$ cat config.mk
export PLATFORM = sky130hd
export DESIGN_NAME = mux_rr_arbiter
export DESIGN_NICKNAME = d
export VERILOG_FILES = /design/src/rtl/mux_rr_arbiter.sv
export SDC_FILE = /design/constraint.sdc
export NUM_CORES = 1
export LEC_CHECK = 0
export ABC_AREA = 1
export CAP_MARGIN = 20
export CORE_ASPECT_RATIO = 0.75
export CORE_UTILIZATION = 48
export CTS_CLUSTER_DIAMETER = 100
export DETAILED_ROUTE_END_ITERATION = 7
export PLACE_DENSITY = 0.88
export SKIP_CTS_REPAIR_TIMING = 1
export SLEW_MARGIN = 10
export SYNTH_ARGS = -nofsm -noshare
export SYNTH_HDL_FRONTEND = slang
export SYNTH_SLANG_ARGS = --single-unit
$ cat constraint.sdc
create_clock -name CLK -period 1.7 [get_ports CLK]
set_input_delay 0.255 -clock CLK [delete_from_list [all_inputs] [get_ports CLK]]
set_output_delay 0.255 -clock CLK [all_outputs]
set_load 0.1 [all_outputs]
$ cat src/rtl/mux_rr_arbiter.sv
// Round-robin arbiter that sequences four requesters onto a shared 4:1 mux.
// Optional hold limit forcing rotation is enabled by defining MUX_ARB_HOLD_LIMIT_EN.
module mux_rr_arbiter #(
  parameter int HOLD_MAX = 4
) (
  input  logic       CLK,
  input  logic       RST_N,
  input  logic [3:0] REQ,
  input  logic       A,
  input  logic       B,
  input  logic       C,
  input  logic       D,
  output logic [3:0] GNT,
  output logic       S0,
  output logic       S1,
  output logic       VALID,
  output logic       Z
);

  typedef enum logic {
    IDLE  = 1'b0,
    GRANT = 1'b1
  } state_t;

  if (HOLD_MAX < 1 || HOLD_MAX > 15) begin : g_hold_range
    $error("mux_rr_arbiter: HOLD_MAX must be within 1..15");
  end

  state_t     r_state;
  state_t     w_state_nxt;
  logic [3:0] r_gnt;
  logic [3:0] w_gnt_nxt;
  logic [1:0] r_sel;
  logic [1:0] w_sel_nxt;
  logic       r_valid;
  logic       w_valid_nxt;
  logic [1:0] r_ptr;
  logic [1:0] w_ptr_nxt;

  logic       w_own_req;
  logic [3:0] w_others;
  logic [2:0] w_pick_idle;
  logic [2:0] w_pick_hand;
  logic       w_preempt;

  // Index of the first set bit of req, searching upward from base+1 with wrap.
  // Result is {found, index}.
  function automatic logic [2:0] rr_pick(input logic [3:0] req, input logic [1:0] base);
    logic [2:0] res;
    logic [1:0] c;
    res = 3'b000;
    for (int i = 3; i >= 0; i--) begin
      c = base + 2'(i) + 2'd1;
      if (req[c]) res = {1'b1, c};
    end
    return res;
  endfunction

  function automatic logic [3:0] onehot(input logic [1:0] idx);
    return 4'b0001 << idx;
  endfunction

  assign w_own_req   = REQ[r_sel];
  assign w_others    = REQ & ~r_gnt;
  assign w_pick_idle = rr_pick(REQ, r_ptr);
  assign w_pick_hand = rr_pick(w_others, r_sel);

`ifdef MUX_ARB_HOLD_LIMIT_EN
  localparam logic [3:0] L_CNT_LIM = 4'(HOLD_MAX - 1);

  logic [3:0] r_cnt;
  logic [3:0] w_cnt_nxt;

  assign w_preempt = (r_cnt >= L_CNT_LIM) && (|w_others);

  // Counter restarts on every new grant and saturates while nobody else waits.
  always_comb begin
    w_cnt_nxt = r_cnt;
    if (w_state_nxt == GRANT) begin
      if ((r_state == IDLE) || (w_sel_nxt != r_sel)) begin
        w_cnt_nxt = 4'd0;
      end else if (r_cnt < L_CNT_LIM) begin
        w_cnt_nxt = r_cnt + 4'd1;
      end
    end else begin
      w_cnt_nxt = 4'd0;
    end
  end

  always_ff @(posedge CLK or negedge RST_N) begin
    if (!RST_N) begin
      r_cnt <= 4'd0;
    end else begin
      r_cnt <= w_cnt_nxt;
    end
  end
`else
  assign w_preempt = 1'b0;
`endif

  always_comb begin
    w_state_nxt = r_state;
    w_gnt_nxt   = r_gnt;
    w_sel_nxt   = r_sel;
    w_valid_nxt = r_valid;
    w_ptr_nxt   = r_ptr;
    unique case (r_state)
      IDLE: begin
        if (w_pick_idle[2]) begin
          w_state_nxt = GRANT;
          w_gnt_nxt   = onehot(w_pick_idle[1:0]);
          w_sel_nxt   = w_pick_idle[1:0];
          w_valid_nxt = 1'b1;
          w_ptr_nxt   = w_pick_idle[1:0];
        end
      end
      GRANT: begin
        if (w_own_req && !w_preempt) begin
          w_state_nxt = GRANT;
        end else if (w_pick_hand[2]) begin
          // Direct handover keeps VALID high with no idle bubble.
          w_gnt_nxt   = onehot(w_pick_hand[1:0]);
          w_sel_nxt   = w_pick_hand[1:0];
          w_ptr_nxt   = w_pick_hand[1:0];
        end else begin
          w_state_nxt = IDLE;
          w_gnt_nxt   = 4'b0000;
          w_valid_nxt = 1'b0;
          w_ptr_nxt   = r_sel;
        end
      end
      default: begin
        w_state_nxt = IDLE;
        w_gnt_nxt   = 4'b0000;
        w_valid_nxt = 1'b0;
      end
    endcase
  end

  always_ff @(posedge CLK or negedge RST_N) begin
    if (!RST_N) begin
      r_state <= IDLE;
      r_gnt   <= 4'b0000;
      r_sel   <= 2'b00;
      r_valid <= 1'b0;
      r_ptr   <= 2'd3;
    end else begin
      r_state <= w_state_nxt;
      r_gnt   <= w_gnt_nxt;
      r_sel   <= w_sel_nxt;
      r_valid <= w_valid_nxt;
      r_ptr   <= w_ptr_nxt;
    end
  end

  assign GNT   = r_gnt;
  assign S1    = r_sel[1];
  assign S0    = r_sel[0];
  assign VALID = r_valid;

  // Gated by VALID so a dropped grant can never leak a requester's data.
  always_comb begin
    Z = 1'b0;
    if (r_valid) begin
      unique case (r_sel)
        2'b00:   Z = A;
        2'b01:   Z = B;
        2'b10:   Z = C;
        2'b11:   Z = D;
        default: Z = 1'b0;
      endcase
    end
  end

endmodule

Word-level counts from Yosys, hierarchy flattened. Cells that the tools add are included.

Add/subtract/negate cells: 12. Magnitude comparators: 9. Equal/unequal tests: 6. Shift operators: 2. Muxes and demuxes: 44. Bitwise gates (word level): 3. Reductions and logical operators: 3.

Operators by type and width (count): $lt 2x3->1 const B (9); $mux 3 (8); $bmux 1 s2 (9); $add 2x1->2 const B (8); $mux 1 (16); $mux 4 (3); $add 2x2->2 const B (4); $pmux 4 s2 (1); $shl 1x2->4 const A (2); $mux 2 (3); $ne 2x2->1 const B (3); $and 4x4->4 (1); $eq 2x2->1 const B (2); $not 4->4 (1); $pmux 1 s2 (2); $pmux 1 s4 (1); $pmux 2 s2 (1); $reduce_and 3->1 (1); $eq 2x1->1 const B (1); $logic_not 2->1 (1); $reduce_and 2->1 (1); $not 1->1 (1).

Register bits after elaboration: 10. Input port bits: 10. Output and inout port bits: 8. Word-level logic and storage cells: 84.

Logic depth before layout (Yosys ltp).
Word-level depth: 12. Gate-level depth with buffers: 15. Depth with buffers taken out: 14.

Worst setup path after synthesis. Ideal clock, no wire load.

Path type: flip-flop to output port. Start point: reg r_sel[1]. End point: out Z. Arrival time: 3.200 ns. Required time: 1.445 ns. Path slack: -1.755 ns. Cell stages (with the launch flop): 6. Path buffers: 0. Path through: dfrtp_1 -> inv_1 -> ha_1 -> inv_1 -> o21ai_0 -> a31oi_1.

Longest elaborated chain between the ends: 3. Elaborated cells between the ends (all ways): 6. Classes of those cells: eq/ne: 3; mux: 2; reduce/logical: 1.

Ends and longest elaborated chain: start, declared (line 33) `logic [1:0] r_sel;`; start signal, assigned (line 150) `r_sel <= w_sel_nxt;`; $eq 2x2->1 (tied with other cells) (line 165) `unique case (r_sel)`; $pmux 1 s4 * (line 165); $mux 1 * (line 164) `if (r_valid) begin`; end, declared (line 17) `output logic Z`.

Mark *: on every way between the ends. The rest lies on a longest branch, timed or not.

Worst setup path in the final report. Ends and elaborated chain as after synthesis.

==> metrics.txt <==
worst-path fanout max=6; Worst setup EP type=output port; Synth Cell Area=1130 µm²; net count after synthesis=205; final worst setup slack=-0.159 ns; failing checks=design-rule violations, negative setup slack; Place WS=-0.264 ns; Routed Antenna Nets=0; Synth Register Bits=10; final hold violations=0; Worst Path Required=1.44 ns; Tot GR Track Use=0.275; Die ar.=2550 µm²; Die H=44.0 µm; post-synth top area cell=nand2_1; Startpoint Class=register; number of port buffers=17; DR vias=1385; Final Max Tran Viols=0; Slew HR=0.675; Ys Warns=0; # clock sinks=10; Final Setup Violations=11; DRT Wirelength=3460 µm; critical path type=reg -> out; # fillers=143; Bufs on Longest Clock Path=2; FF-to-FF path depth=11; number of synthesized flops with an enable pin=0; f_max=0.538 GHz; synth unique cells=23; core area=2100 µm²; most common cell after layout, fill and taps aside=nand2_1; Final Critical Period=1.86 ns; Root Buffer=clkbuf_4; Layout Nets=237; initial DRC count=107; sequential area share after synthesis=0.224; layout cells sized above 1=0.374; Avg Cell Area, Syn=5.92 µm²; CTS Buf Count=3; Mapped Cells=191; first-pass GRT wire length=5330 µm; Yosys top cell area share=0.243; run status=finished with violations; CTS clk-pin slew, worst paths=0.06 ns; Initial Utilization=0.538; ys flop type=dfrtp_1; Worst Skew=0.00186 ns; worst-margin pin slew=0.487 ns; DR DRC count=2; Die W=58.0 µm; Critical Path AT=1.60 ns; synth-to-layout area growth=42.9%; maxcap violations=0; initial antenna violation count=0; min-delay worst type=in -> async; DRT Pass-1 Iters=7; largest cells by area after synthesis=nand2_1 (24%), dfrtp_1 (18%), nand3_1 (6.6%), inv_1 (6.3%), nor2_1 (5.6%); most frequent cells in the layout=nand2_1 (63), nand2_2 (20), inv_1 (18); CTS H-Tree Depth=1; vias per cell=5.63; fin crit share=1.09; Final Wtd Congestion=0.935; vias in the first global route=1230; CTS tree=done; Std-Cell Rows=14; RSZ-0062 raised after global routing=yes; Diodes inserted=0; largest net degree at the start of global routing=15; Clk Latency, worst-skew pair=0.26 ns; hpwl dp=2490 µm; grt ovf=0; drt wl/cell=14.1 µm; I/O Pins=18; WHS=0.326 ns; Async S/R FF share, synth=1.00
-- critical path, stage by stage, from the launching register on --
cell     delay [ns]
dfrtp_4        0.49
buf_4          0.17
ha_1           0.21
a21oi_2        0.18
a31oi_4        0.11
buf_12         0.18
-- cell usage after synthesis, types with 2 or more instances --
master	number
a21oi_1	6
buf_6	3
dfrtp_1	8
dfstp_2	2
ha_1	4
inv_1	19
inv_2	5
nand2_1	73
nand2_2	10
nand3_1	15
nand3_2	4
nand4_1	2
nor2_1	17
nor2_2	5
o21ai_0	6
o21ai_1	5
-- final cells by class --
type	count	area [µm²]	area share
tap	24	30.0	0.0186
timing repair buffer	30	352	0.218
clock buffer	4	26.3	0.0163
sequential	10	264	0.164
inverter	25	104	0.0643
multi-input combinational	153	838	0.519
-- metrics by stage --
step	instance area (µm²)	cells	setup TNS [ns]	utilization
2_1_floorplan	1170	191	-2.82	-
3_3_place_gp	1490	239	-1.66	0.710
3_5_place_dp	1490	239	-2.13	0.710
4_1_cts	1520	243	-1.23	0.723
5_1_grt	1610	246	-2.35	0.768
6_report	1610	246	-1.48	0.768
-- per-layer routing --
layer / vias up / track usage / share of wire
met1: 620 / 0.344 / 0.40
li1: 657 / - / -
met5: - / 0 / 0
met2: 96 / 0.471 / 0.48
met3: 12 / 0.0585 / 0.098
met4: 0 / 0.105 / 0.020
-- worst paths after layout --
check / from / end / slack [ns]
min: RST_N / r_state / 0.33
min in group CLK: VALID / VALID / 0.58
min reg2reg: VALID / VALID / 0.58
max in group asynchronous: RST_N / r_sel[0] / 1.01
max: r_sel[1] / Z / -0.16
max reg2reg: r_sel[0] / GNT[0] / -0.15
-- state kept, by name, summed over array words and instances (netlist names) --
register and count:
GNT 4, VALID 1, r_ptr 2, r_sel 2, r_state 1
-- cell families (layout without fill, tap and decap cells) --
family                   after synthesis  after routing  synth area share
XOR/XNOR                               2              2            0.0155
adder cells (fa/ha/maj)                4              4            0.0443
AO/OA/AOI/OAI                         19             19            0.0886
AND/OR/NAND/NOR                      128            128             0.513
flip-flops                            10             10             0.224
buffers and inverters                 28             59             0.115
Power is left out: the tool's default activity adds up to more than one toggle a clock period on the data nets, which glitch-free logic cannot reach.
